**src/rtl/uart_tx.sv**
```systemverilog
// rtl/uart_tx.sv - 8-bit UART transmitter, even parity, one stop bit, with input buffer
// Define UART_TX_FIFO_EN for a 4-entry FIFO buffer; otherwise a single holding register.
module uart_tx #(
    parameter int CLKS_PER_BIT = 217
) (
    input  logic       clock,
    input  logic       reset,
    input  logic [7:0] tx_data,
    input  logic       tx_valid,
    output logic       tx_ready,
    output logic       tx_out,
    output logic       busy
);

    localparam int CNT_W = (CLKS_PER_BIT > 1) ? $clog2(CLKS_PER_BIT) : 1;
    localparam logic [CNT_W-1:0] CNT_LAST = CNT_W'(CLKS_PER_BIT - 1);

    typedef enum logic [2:0] {
        IDLE,
        START,
        DATA,
        PARITY,
        STOP
    } state_t;

    state_t           state;
    logic [CNT_W-1:0] bit_cnt;
    logic [2:0]       bit_idx;
    logic [7:0]       shift_data;
    logic             parity_bit;

    logic       buf_empty;
    logic       buf_full;
    logic [7:0] buf_head;
    logic       push;
    logic       pop;
    logic       bit_done;

    assign tx_ready = !buf_full;
    assign push     = tx_valid && tx_ready;
    assign bit_done = (bit_cnt == CNT_LAST);
    assign pop      = !buf_empty && ((state == IDLE) || ((state == STOP) && bit_done));
    assign busy     = (state != IDLE) || !buf_empty;

`ifdef UART_TX_FIFO_EN
    logic [7:0] fifo_mem [4];
    logic [1:0] wr_ptr;
    logic [1:0] rd_ptr;
    logic [2:0] count;

    assign buf_full  = (count == 3'd4);
    assign buf_empty = (count == 3'd0);
    assign buf_head  = fifo_mem[rd_ptr];

    always_ff @(posedge clock or posedge reset) begin
        if (reset) begin
            wr_ptr <= 2'd0;
            rd_ptr <= 2'd0;
            count  <= 3'd0;
        end else begin
            if (push) wr_ptr <= wr_ptr + 2'd1;
            if (pop)  rd_ptr <= rd_ptr + 2'd1;
            case ({push, pop})
                2'b10:   count <= count + 3'd1;
                2'b01:   count <= count - 3'd1;
                default: count <= count;
            endcase
        end
    end

    // Storage needs no reset: the pointers and count define what is valid.
    always_ff @(posedge clock) begin
        if (push) fifo_mem[wr_ptr] <= tx_data;
    end
`else
    logic [7:0] hold_data;
    logic       hold_full;

    assign buf_full  = hold_full;
    assign buf_empty = !hold_full;
    assign buf_head  = hold_data;

    // push needs an empty register and pop a full one, so they never coincide.
    always_ff @(posedge clock or posedge reset) begin
        if (reset) begin
            hold_data <= 8'd0;
            hold_full <= 1'b0;
        end else if (push) begin
            hold_data <= tx_data;
            hold_full <= 1'b1;
        end else if (pop) begin
            hold_full <= 1'b0;
        end
    end
`endif

    always_ff @(posedge clock or posedge reset) begin
        if (reset) begin
            state      <= IDLE;
            tx_out     <= 1'b1;
            bit_cnt    <= '0;
            bit_idx    <= 3'd0;
            shift_data <= 8'd0;
            parity_bit <= 1'b0;
        end else begin
            case (state)
                IDLE: begin
                    tx_out  <= 1'b1;
                    bit_cnt <= '0;
                    if (pop) begin
                        shift_data <= buf_head;
                        parity_bit <= ^buf_head;
                        tx_out     <= 1'b0;
                        state      <= START;
                    end
                end
                START: begin
                    if (bit_done) begin
                        bit_cnt <= '0;
                        bit_idx <= 3'd0;
                        tx_out  <= shift_data[0];
                        state   <= DATA;
                    end else begin
                        bit_cnt <= bit_cnt + CNT_W'(1);
                    end
                end
                DATA: begin
                    if (bit_done) begin
                        bit_cnt <= '0;
                        if (bit_idx == 3'd7) begin
                            bit_idx <= 3'd0;
                            tx_out  <= parity_bit;
                            state   <= PARITY;
                        end else begin
                            bit_idx <= bit_idx + 3'd1;
                            tx_out  <= shift_data[bit_idx + 3'd1];
                        end
                    end else begin
                        bit_cnt <= bit_cnt + CNT_W'(1);
                    end
                end
                PARITY: begin
                    if (bit_done) begin
                        bit_cnt <= '0;
                        tx_out  <= 1'b1;
                        state   <= STOP;
                    end else begin
                        bit_cnt <= bit_cnt + CNT_W'(1);
                    end
                end
                STOP: begin
                    if (bit_done) begin
                        bit_cnt <= '0;
                        // Chain straight into the next start bit when a byte is waiting.
                        if (pop) begin
                            shift_data <= buf_head;
                            parity_bit <= ^buf_head;
                            tx_out     <= 1'b0;
                            state      <= START;
                        end else begin
                            tx_out <= 1'b1;
                            state  <= IDLE;
                        end
                    end else begin
                        bit_cnt <= bit_cnt + CNT_W'(1);
                    end
                end
                default: begin
                    tx_out  <= 1'b1;
                    bit_cnt <= '0;
                    state   <= IDLE;
                end
            endcase
        end
    end

endmodule

```
**config.mk**
```make
export PLATFORM = sky130hd
export DESIGN_NAME = uart_tx
export DESIGN_NICKNAME = d
export VERILOG_FILES = /design/src/rtl/uart_tx.sv
export SDC_FILE = /design/constraint.sdc
export NUM_CORES = 1
export LEC_CHECK = 0
export CAP_MARGIN = 0
export CORE_ASPECT_RATIO = 0.7
export CORE_MARGIN = 3
export CORE_UTILIZATION = 25
export DETAILED_ROUTE_END_ITERATION = 12
export GPL_TIMING_DRIVEN = 0
export PLACE_DENSITY = 0.51
export SETUP_SLACK_MARGIN = 0.3
export SYNTH_ARGS = -nofsm -noshare
export SYNTH_HDL_FRONTEND = slang
export SYNTH_SLANG_ARGS = --single-unit
```
**constraint.sdc**
```tcl
create_clock -name clock -period 2.05 [get_ports clock]
set_input_delay 0.41 -clock clock [delete_from_list [all_inputs] [get_ports clock]]
set_output_delay 0.41 -clock clock [all_outputs]
set_load 0.005 [all_outputs]
```
# Word-level counts from Yosys, hierarchy flattened
# Index checks and enable logic that the tools add are counted.
[totals]
inputBits = 11
register_bits = 33
[classes]
n_lt_le_gt_ge = 1
reduce_logical = 17
eq_ne = 12
add_sub_neg = 2
mux = 31
[op_table]
columns = ["op", "count"]
rows = [
  ["8-bit 2-to-1 mux", 4],
  ["3-bit 2-to-1 mux", 9],
  ["8-bit one-hot mux with 2 select lines", 1],
  ["3-bit one-hot mux with 5 select lines", 1],
  ["1-bit 2-to-1 mux", 12],
  ["2-bit inequality test (second input constant)", 6],
  ["8-bit by 1-bit adder with 8-bit output (second input constant)", 1],
  ["8-bit == test (second input constant)", 1],
  ["8-bit XOR reduction", 1],
  ["3-bit by 2-bit == test with 1-bit output (second input constant)", 2],
  ["3-bit == test (second input constant)", 2],
  ["3-bit one-hot mux with 2 select lines", 1],
  ["6-bit AND reduction", 1],
  ["2-bit nonzero test", 3],
  ["1-bit one-hot mux with 5 select lines", 1],
  ["3-bit by 4-bit less-than comparator with 1-bit output (second input constant)", 1],
  ["4-bit AND reduction", 1],
  ["4-bit OR reduction", 1],
  ["3-bit by 1-bit adder with 3-bit output (second input constant)", 1],
  ["1-bit binary-select mux with 3-bit select", 1],
  ["3-bit by 1-bit == test with 1-bit output (second input constant)", 1],
  ["1-bit logical AND", 3],
  ["3-bit zero test", 1],
  ["3-bit AND reduction", 1],
  ["5 further kinds", 6],
]

# Longest topological paths before layout
# Gate-level depths: netlist of run 1.
[depth]
depth_word = 7
mapped_depth = 7
depth_no_buf = 6

# Worst setup path after synthesis of run 1
# Ideal clock, no wire load.
[synth_timing]
path_type = "reg-to-reg"
startpoint = "register bit_idx[0]"
endpoint = "register tx_out"
path_stages_with_launch = 6
period_less_slack_ns = 1.644
path_slack_ns = 0.406
arrival_ns = 1.565
cell_sequence = "dfrtp_1 -> ha_1 -> mux4_2 -> nor2_1 -> nor4_1 -> o22a_1"
[synth_between]
elab_chain_cells = 6
word_cells_on_any_way = 7
[synth_lines]
columns = ["item", "line", "rtl"]
rows = [
  ["start, declared", "28", "logic [2:0] bit_idx;"],
  ["start signal, assigned", "135", "bit_idx <= bit_idx + 3'd1;"],
  ["3-bit by 1-bit adder with 3-bit output", "136", "tx_out <= shift_data[bit_idx + 3'd1];"],
  ["1-bit binary-select mux with 3-bit select", "136", ""],
  ["1-bit 2-to-1 mux (not written as such)", "136", ""],
  ["1-bit 2-to-1 mux (*)", "130", "if (bit_idx == 3'd7) begin"],
  ["1-bit 2-to-1 mux (*)", "128", "if (bit_done) begin"],
  ["1-bit one-hot mux with 5 select lines (*)", "106", "case (state)"],
  ["end signal, assigned", "121", "tx_out <= shift_data[0];"],
  ["end signal, assigned", "132", "tx_out <= parity_bit;"],
  ["end signal, assigned", "136", ""],
  ["end, declared", "11", "output logic tx_out,"],
]
# Mark *: on every way between the ends. The rest lies on a longest branch, timed or not. The select of a mux whose other input is x is not followed.
# A chain may end at the register's enable or synchronous reset.

# Final worst setup path of run 1
[layout_timing]
startpoint = "register bit_cnt[1]"
endpoint = "register bit_idx[0]"
[layout_between]
elab_chain_cells = 3
word_cells_on_any_way = 4
[layout_lines]
columns = ["item", "line", "rtl"]
rows = [
  ["start, declared", "27", "logic [CNT_W-1:0] bit_cnt;"],
  ["start signal, assigned", "124", "bit_cnt <= bit_cnt + CNT_W'(1);"],
  ["start signal, assigned", "139", "bit_cnt <= bit_cnt + CNT_W'(1);"],
  ["start signal, assigned", "148", "bit_cnt <= bit_cnt + CNT_W'(1);"],
  ["8-bit == test (*)", "41", "assign bit_done = (bit_cnt == CNT_LAST);"],
  ["2-bit inequality test (no line)", "n/a", ""],
  ["3-bit AND reduction (no line) (*)", "n/a", ""],
]
# Mark *: on every way between the ends. The rest lies on a longest branch, timed or not.

==> metrics.md, run 1 <==
| Metric | Value |
|---|---|
| Status | `completed` |
| Port Buffers | `13` |
| R2R Setup Slk | `360 ps` |
| Vias/cell | `4.387` |
| Seq/Total Area, Yosys | `approximately 50%` |
| Max Clk Rate | `590.4 MHz` |
| Period utilization | `82.62%` |
| Final hold viol count | `0` |
| Placer Congestion | `0.7735` |
| Core ar. | `6396 um^2` |
| Yosys top cell by area | `dfrtp_1` |
| Worst-path clk slew | `70 ps` |
| Crit path DAT | `1870 ps` |
| FFs w/ async S/R, synth | `100.0%` |
| Ports | `14` |
| Worst-skew pair later-pin latency | `290 ps` |
| Clk buf depth | `2` |
| Critical path, cell by cell | `inv_1 -> ha_2 -> nand3b_4 -> nor3_4 -> a21boi_4 -> mux2_4` |
| Layout cells sized above 1 | `35.88%` |
| First-pass GRT wire length | `~6.0 mm` |
| Setup violators final | `0` |
| Largest net degree at the start of global routing | `34` |
| Die Span Y | `74.80 um` |
| Setup TNS Final | `0 ps` |
| Setup slack at placement | `39.65 ps` |
| Rows | `24` |
| P&R area growth vs syn | `30.20%` |
| H-tree levels | `2` |
| Syn nets | `153` |
| Slew Viols, Final | `0` |
| Slowest cell delay on critical path | `around 420 ps` |
| Crit Path Class | `flip-flop to flip-flop` |
| Net count, final | `between 150 and 200` |
| Worst Hold Launch | `parity_bit` |
| CTS Sinks | `33` |
| PwrDens | `919.6 nW/um^2` |
| Slew headroom | `51.79%` |
| Pre-Repair DR Iteration Count | `4` |
| Synth area leaders | `dfrtp_1, mux2_2, xnor2_1` |
| Yosys top cell area share | `a little under half` |
| Worst Skew | `7.483 ps` |
| Post-synth EDFFs | `0` |
| Leading register cell type out of synthesis | `dfrtp_1` |
| Worst Max-Slew Pin Slew | `slightly above 700 ps` |
| Unique cell type count in the Yosys netlist | `44` |
| ANT nets after route | `0` |
| Hold EP | `parity_bit` |
| R2R depth | `6` |
| Total congestion overflow | `0` |
| DIE WIDTH | `104.3 um` |
| Final WS setup | `356.3 ps` |
| Worst Setup End Kind | `flip-flop` |
| Die ar. | `7800 um^2` |
| Slowest stage cell, crit path | `dfrtp_1` |
| Cell Area, Synth | `1690 um^2` |
| Power Total | `2.024 mW` |
| CTS tree | `built` |
| Most common cell in the netlist | `dfrtp_1` |
| Hold Path Cell Cnt | `1` |
| Worst Path Max Fanout | `4` |
| CP bufs+invs | `1` |
| FF-to-FF Start | `bit_cnt[1]` |
| Delay-heaviest family, CP | `flip-flops` |
| Worst hold path type | `flip-flop to flip-flop` |
| Leak | `0.9735 nW` |
| Post-Syn Area per Cell | `between 10 and 15 um^2` |
| N_diodes | `0` |
| Root Driver | `clkbuf_8` |
| Critical Path RT | `2230 ps` |
| Initial Utilization | `between 20% and 30%` |
| RR Endpoint | `bit_idx[0]` |
| RSZ-0062 raised after global routing | `true` |
| Cts bufs inserted | `5` |
| Post-detail-place hpwl | `2.427 mm` |
| Minimum clock period | `1694 ps` |
| Wirelength, routed | `3.538 mm` |
| Post-route DRC violation count | `0` |
| Synth Warn # | `0` |
| Vias in the first global route | `1,192` |
| Initial antenna violation count | `0` |
| GRT Overall Usage | `10.00%` |
| Max-capacitance violation count | `0` |
| Yosys reg bits | `33` |
| Worst Setup Start Kind | `flip-flop` |
| Initial drt markers | `26` |
| Mapped Cells | `138` |
| Worst VDD drop | `0.0002562 V` |
| Synth cell count leaders | `dfrtp_1, mux2_2, nor2_1, xnor2_1, inv_1` |
| Via count | `1,145` |
| Routed WL per cell | `13.56 um` |
[through the flow]
stage / cell area [um^2] / instances / hold slack, ps / util (%)
finish: 2201 / 261 / 509.8 / 34.41
global route: 2201 / 261 / 537.5 / 34.41
CTS: 2093 / 253 / 505.9 / 32.73
detailed placement: 1934 / 242 / 484.3 / 30.24
global placement: 1934 / 242 / 483.4 / 30.24
floorplan: 1690 / 138 / 455.6 / -
[state kept, by name (all words and copies together), names as in the netlist]
register	cells
bit_cnt	8
shift_data	8
buf_head	8
tx_out	1
state	3
parity_bit	1
buf_full	1
bit_idx	3
[worst register-to-register path, stage by stage (launching register included)]
cell and delay (ps):
dfrtp_1 420, inv_1 80, ha_2 190, nand3b_4 120, nor3_4 230, a21boi_4 240, mux2_4 310
[per-layer routing]
metal	GRT usage (%)	vias up	part of all wire, %
met5	0	-	0
met4	5.457	0	2.5
met3	3.428	7	3.3
met2	14.16	18	42
met1	13.51	570	52
li1	-	550	-
[where the power goes]
group          internal (mW)  total (mW)  switching [mW]
Combinational          0.261       0.431           0.170
Sequential             0.795       0.938           0.143
Clock                  0.395       0.655           0.260
Total                   1.45        2.02           0.573
[how the worst max path moves through the flow]
| stage | from | to | slack (ps) | cells after the start |
|---|---|---|---|---|
| finish | bit_cnt[1] | bit_idx[0] | 360 | 6 |
| CTS | reset | buf_full | 280 | 2 |
| global route | bit_cnt[1] | bit_idx[0] | 280 | 6 |
| global placement | tx_valid | buf_head[3] | 60 | 4 |
| detailed placement | tx_valid | buf_head[0] | 40 | 4 |
| floorplan | bit_idx[0] | tx_out | 410 | 5 |
[cell families after synthesis]
| kind of cell | count (synthesis) | share of synthesized area (%) |
|---|---|---|
| AO/OA/AOI/OAI | 13 | 6.589 |
| XOR/XNOR | 15 | 7.772 |
| adder cells (fa/ha/maj) | 4 | 2.961 |
| buffers and inverters | 11 | 2.813 |
| flip-flops | 33 | 48.93 |
| multiplexers | 22 | 15.25 |
| AND/OR/NAND/NOR | 40 | 15.69 |
[cells in the final DEF (no fill, tap or decap), types with 2 or more instances in the layout]
cell type        netlist  layout
dfrtp_2                0       2
inv_1                  7       5
clkdlybuf4s50_1        0      10
o21ai_0                2       2
mux2_4                 0       2
nand2_1                3       2
clkbuf_8               0       6
xnor2_1                9       9
dlymetal6s2s_1         0       2
inv_2                  0       2
ha_1                   4       2
and3_1                 4       4
buf_4                  1      12
xor2_1                 6       6
mux2_2                19      17
and2_1                 2       2
dfrtp_1               32      30
nand3_1                5       5
nor2_1                12      11
[repair_timing]
| item | CTS | global route |
|---|---|---|
| gates resized for setup | 6 | 12 |
| setup buffers | 3 | 7 |
| gates cloned | 0 | 1 |
| endpoints found under the setup margin | 5 | 24 |
| hold buffers | 0 | 0 |
| pin swaps | 1 | 4 |
[cell type report]
type	instances	area (um^2)
fillers	631	4195
plain buffers	4	23.77
repair buffers	23	209.0
multi-input cells	95	878.3
well taps	91	113.9
flip-flops and latches	33	829.5
clock inverters	2	37.54
inverters	7	26.28
clock buffers	6	82.58
No activity file was read; power rests on OpenSTA's default activity.
==> inputs of run 2 (changes only) <==
PLACE_DENSITY = 0.52   (was 0.51)
clock period = 1.5 ns   (was 2.05 ns; I/O delays follow)
==> run 2 against run 1 <==
  * The run now ends with setup timing left
  * Sequential power grew 36%
  * Setup slack worse by 480 ps
  * Critical endpoint is now tx_out
  * Fmax up 4.3%
==> metrics.md, run 2 (synthesis results as in run 1) <==
| Metric | Value |
|---|---|
| RSZ-0062 raised after global routing | `true` |
| Core ar. | `approximately 6400 um^2` |
| Placer Congestion | `0.7484` |
| Worst Setup End Kind | `flip-flop` |
| Rows | `24` |
| DIE WIDTH | `104.3 um` |
| Leak | `1.066 nW` |
| Setup violators final | `13` |
| Port Buffers | `13` |
| Initial antenna violation count | `0` |
| Period utilization | `108.3%` |
| Slew Viols, Final | `0` |
| Total congestion overflow | `0` |
| GRT Overall Usage | `between 10% and 20%` |
| Slew headroom | `51.50%` |
| Post-detail-place hpwl | `between 2 and 2.5 mm` |
| Vias in the first global route | `1,259` |
| Critical path, cell by cell | `ha_4 -> mux4_2 -> nor2_2 -> nor4_2 -> o22a_1` |
| Max Clk Rate | `615.7 MHz` |
| Die ar. | `7800 um^2` |
| Cts bufs inserted | `5` |
| Worst-skew pair later-pin latency | `300 ps` |
| Placed Area | `1998 um^2` |
| Filler cells | `587` |
| N_diodes | `0` |
| Failing checks | `setup timing` |
| Worst-path clk slew | `70 ps` |
| Via count | `about 1,200` |
| Layout cells sized above 1 | `between 50% and 60%` |
| Final instance area | `around 2500 um^2` |
| CTS Hold Bufs | `0` |
| Pre-Repair DR Iteration Count | `4` |
| Initial Utilization | `26.43%` |
| Max-capacitance violation count | `0` |
| First-pass GRT wire length | `around 6.2 mm` |
| Crit path DAT | `1850 ps` |
| Clk buf depth | `2` |
| Worst Path Max Fanout | `4` |
| Worst Max-Slew Pin Slew | `726.0 ps` |
| Wirelength, routed | `3.955 mm` |
| Worst VDD drop | `roughly 0.00047 V` |
| Final WS setup | `-124.2 ps` |
| H-tree levels | `2` |
| Slowest stage cell, crit path | `mux4_2` |
| Most common cell after layout, fill and taps aside | `dfrtp_1` |
| Post-route DRC violation count | `0` |
| Vias/cell | `between 4 and 5` |
| Most frequent cells in the layout | `dfrtp_1, mux2_4, buf_4` |
| Root Driver | `clkbuf_8` |
| Placed Cells | `242` |
| Net count, final | `a little under 200` |
| Non-Filler Instances | `271` |
| CTS tree | `built` |
| PwrDens | `1161 nW/um^2` |
| CP bufs+invs | `0` |
| Initial drt markers | `52` |
| Status | `finished with violations` |
| Routed WL per cell | `about 15 um` |
| Delay-heaviest family, CP | `multiplexers` |
| Worst Skew | `7.486 ps` |
| Die Span Y | `74.80 um` |
| Critical Path RT | `roughly 1700 ps` |
| Ports | `14` |
| Minimum clock period | `1624 ps` |
| CTS Sinks | `33` |
| P&R area growth vs syn | `50.11%` |
| Worst hold path type | `input pin to async pin` |
| Final hold viol count | `0` |
| Slowest cell delay on critical path | `500 ps` |
| ANT nets after route | `0` |
| Largest net degree at the start of global routing | `34` |
| Crit Path Class | `flip-flop to flip-flop` |
| Worst Setup Start Kind | `flip-flop` |
==> run 2: cell count changes in the layout (fill, tap and decap cells not counted), moves of 2 or more <==
cell	previous run	this run
nor2_4	1	7
dlymetal6s2s_1	2	0
nor2_1	11	3
mux2_2	17	7
buf_6	0	11
inv_1	5	3
mux2_4	2	13
nor2_2	1	3
ha_4	1	3
==> run 2: metal layers <==
| metal | vias up | wire, um | global-route usage [%] |
|---|---|---|---|
| met2 | 24 | 1852 | 15.95 |
| met3 | 12 | 169 | 3.085 |
| met1 | 588 | 1813 | 12.89 |
| met4 | 0 | 119 | 6.195 |
| li1 | 566 | - | - |
| met5 | - | 0 | 0 |
==> run 2: through the flow <==
step | TNS, ps | hold slack (ps) | utilization (%) | total power [mW] | setup slack (ps)
2_1_floorplan | -399.5 | 417.0 | - | 1.710 | -61.43
3_3_place_gp | -13720 | 476.2 | 31.24 | 1.837 | -310.7
3_5_place_dp | -16220 | 482.1 | 31.24 | 1.878 | -368.8
4_1_cts | -1255 | 490.2 | 37.11 | 2.888 | -132.9
5_1_grt | -1838 | 504.1 | 39.67 | 3.109 | -194.0
6_report | -933.6 | 461.5 | 39.67 | 2.947 | -124.2
==> run 2: worst paths after layout <==
| kind | start | endpoint | slack (ps) | cells after the start |
|---|---|---|---|---|
| worst max-delay path | bit_idx[0] | tx_out | -120 | 5 |
| worst min-delay path | reset | buf_head[6] | 460 | 2 |
| worst max register to register | bit_idx[0] | tx_out | -120 | 5 |
| worst min register to register | shift_data[2] | shift_data[2] | 510 | 1 |
| max in group asynchronous | reset | state[0] | 590 | 2 |
| min in group clock | shift_data[2] | shift_data[2] | 510 | 1 |
==> run 2: cell type report <==
cell class	instances	area, um^2	area share [%]
buffer	4	62.56	2.465
multi-input combinational	95	1086	42.80
timing repair buffer	33	304.0	11.98
sequential	33	830.8	32.74
inverter	7	32.53	1.282
tap	91	113.9	4.487
clock inverter	2	35.03	1.381
clock buffer	6	72.57	2.860
==> run 2: power by group <==
part | switching [mW] | total (mW) | internal [mW]
logic | 0.327 | 0.820 | 0.493
registers | 0.199 | 1.28 | 1.09
clock network | 0.349 | 0.842 | 0.493
total | 0.875 | 2.95 | 2.07
==> run 2: what timing repair did <==
action,CTS,global route
gates cloned,0,1
setup buffers,12,8
resized for setup,59,20
setup endpoints to repair,69,36
pin swaps,5,8
==> RTL change (settings of run 1) <==
Encoding of `state_t`: now Gray code (3 bits for 5 states).
--- a/src/rtl/uart_tx.sv
+++ b/src/rtl/uart_tx.sv
@@ -16,11 +16,11 @@
     localparam logic [CNT_W-1:0] CNT_LAST = CNT_W'(CLKS_PER_BIT - 1);
 
     typedef enum logic [2:0] {
-        IDLE,
-        START,
-        DATA,
-        PARITY,
-        STOP
+        IDLE   = 3'b000,
+        START  = 3'b001,
+        DATA   = 3'b011,
+        PARITY = 3'b010,
+        STOP   = 3'b110
     } state_t;
 
     state_t           state;
Formal check against the unedited RTL: no difference found for any inputs over 10 cycles, from zero or initial values and one cycle with reset high; not proved beyond that.
==> RTL change against run 1 <==
  * Power down 11%
  * Setup slack better by 0.0077 ns
  * Routed wire length down 3.1%
  * Core utilization down 1.2 points
  * First-iteration DRC count up 85%
  * Final area down 3.4%
  * Sequential cell count unchanged
  * Via count down 4.6%
  * Area after synthesis up 0.59%
  * Critical path type unchanged
  * Critical endpoint is now parity_bit$_DFFE_PP0P_
  * Highest routed layer unchanged
==> RTL change: results <==
status:
  status: "complete, no violations"
hold_path:
  min_to: "bit_cnt[0]$_DFF_PP0_"
  holdCritStartpoint: "bit_cnt[0]$_DFF_PP0_"
pwr:
  max-vdd-ir-drop_uv: 234
  p_leak_nw: 0.936
  p_int_mw: 1.25
synth:
  synth.avg_cell_area_um2: 11.6
  synthAdderAreaFrac: 0.0294
  synth_common_cells: "32 x dfrtp_1, 19 x mux2_2, 15 x nor2_1, 9 x xnor2_1"
  ys_types: 37
  ys_seq_area_frac: 0.486
  synth_xor_area_frac: 0.0773
  synth_nets: 162
  ys_seq_elements: 33
  synthMuxAreaShare: 0.149
  synth_compound_area_frac: 0.0839
global_route:
  met3_usage: 0.0326
  track_usage: 0.0905
  grt_max_degree: 34
  grt_use_met2: 0.117
  met1_usage: 0.134
  grt_pass1_wl_um: 5450
critical_path:
  r2r_end: "parity_bit$_DFFE_PP0P_"
  crit_slowest_cell: "dfrtp_2"
  worstPathArrival_ns: 1.85
  critical-path-max-stage-delay_ns: 0.44
  timing.rr.start: "bit_cnt[0]$_DFF_PP0_"
  critical-path-top-delay-family: "flip-flops"
cells_and_area:
  nFillCells: 674
  inverters: 6
  buffer_area_frac: 0.0924
  signal_buffers: 22
  multi_input_area_share: 0.415
  num-nets-final: 186
  clk_share: 0.0388
  multi_input_cells: 103
  drive_above_1_share: 0.291
clock_network:
  cts_root_buf: "clkbuf_8"
  post-cts-setup-buffer-count: 1
  ctsResizeCount: 9
routing:
  first_iter_violations: 48
  viasPerCell: 4.15
  wl_per_cell_um: 13.0
  met1Wirelength_um: 1980
  wl_met2_um: 1290
  met3_wirelength_um: 119
place:
  place_inst: 251
  gp_congestion: 0.680
  dp_hpwl_um: 2290
sta:
  slew_headroom: 0.527
  final.setup_skew_ns: 0.00963
## RTL change: cell count changes in the layout (fill, tap and decap cells not counted), moves of 2 or more
cell	run 1	this run
nor2b_1	1	4
nand2_1	2	5
mux2_4	2	0
nor2_4	1	3
buf_4	12	5
mux2_2	17	19
a21oi_1	0	2
clkinv_2	0	2
and2_1	2	0
mux2i_1	1	4
a22oi_1	0	2
## RTL change: power groups by stage
stage	clock, mW	combinational (mW)	sequential (mW)
final	0.471	0.398	0.931
after floorplan	0	0.324	0.906
after global routing	0.526	0.449	0.953
after global placement	0	0.390	0.942
after CTS	0.487	0.400	0.933
after detailed placement	0	0.398	0.941
## RTL change: through the flow
stage	hold slack, ns	area, um^2	total power [mW]	worst slack [ns]
floorplan	0.479	1700	1.23	0.378
global placement	0.490	1940	1.33	0.0517
detailed placement	0.498	1940	1.34	0.0564
CTS	0.512	2070	1.82	0.252
global route	0.527	2130	1.93	0.267
finish	0.501	2130	1.80	0.364
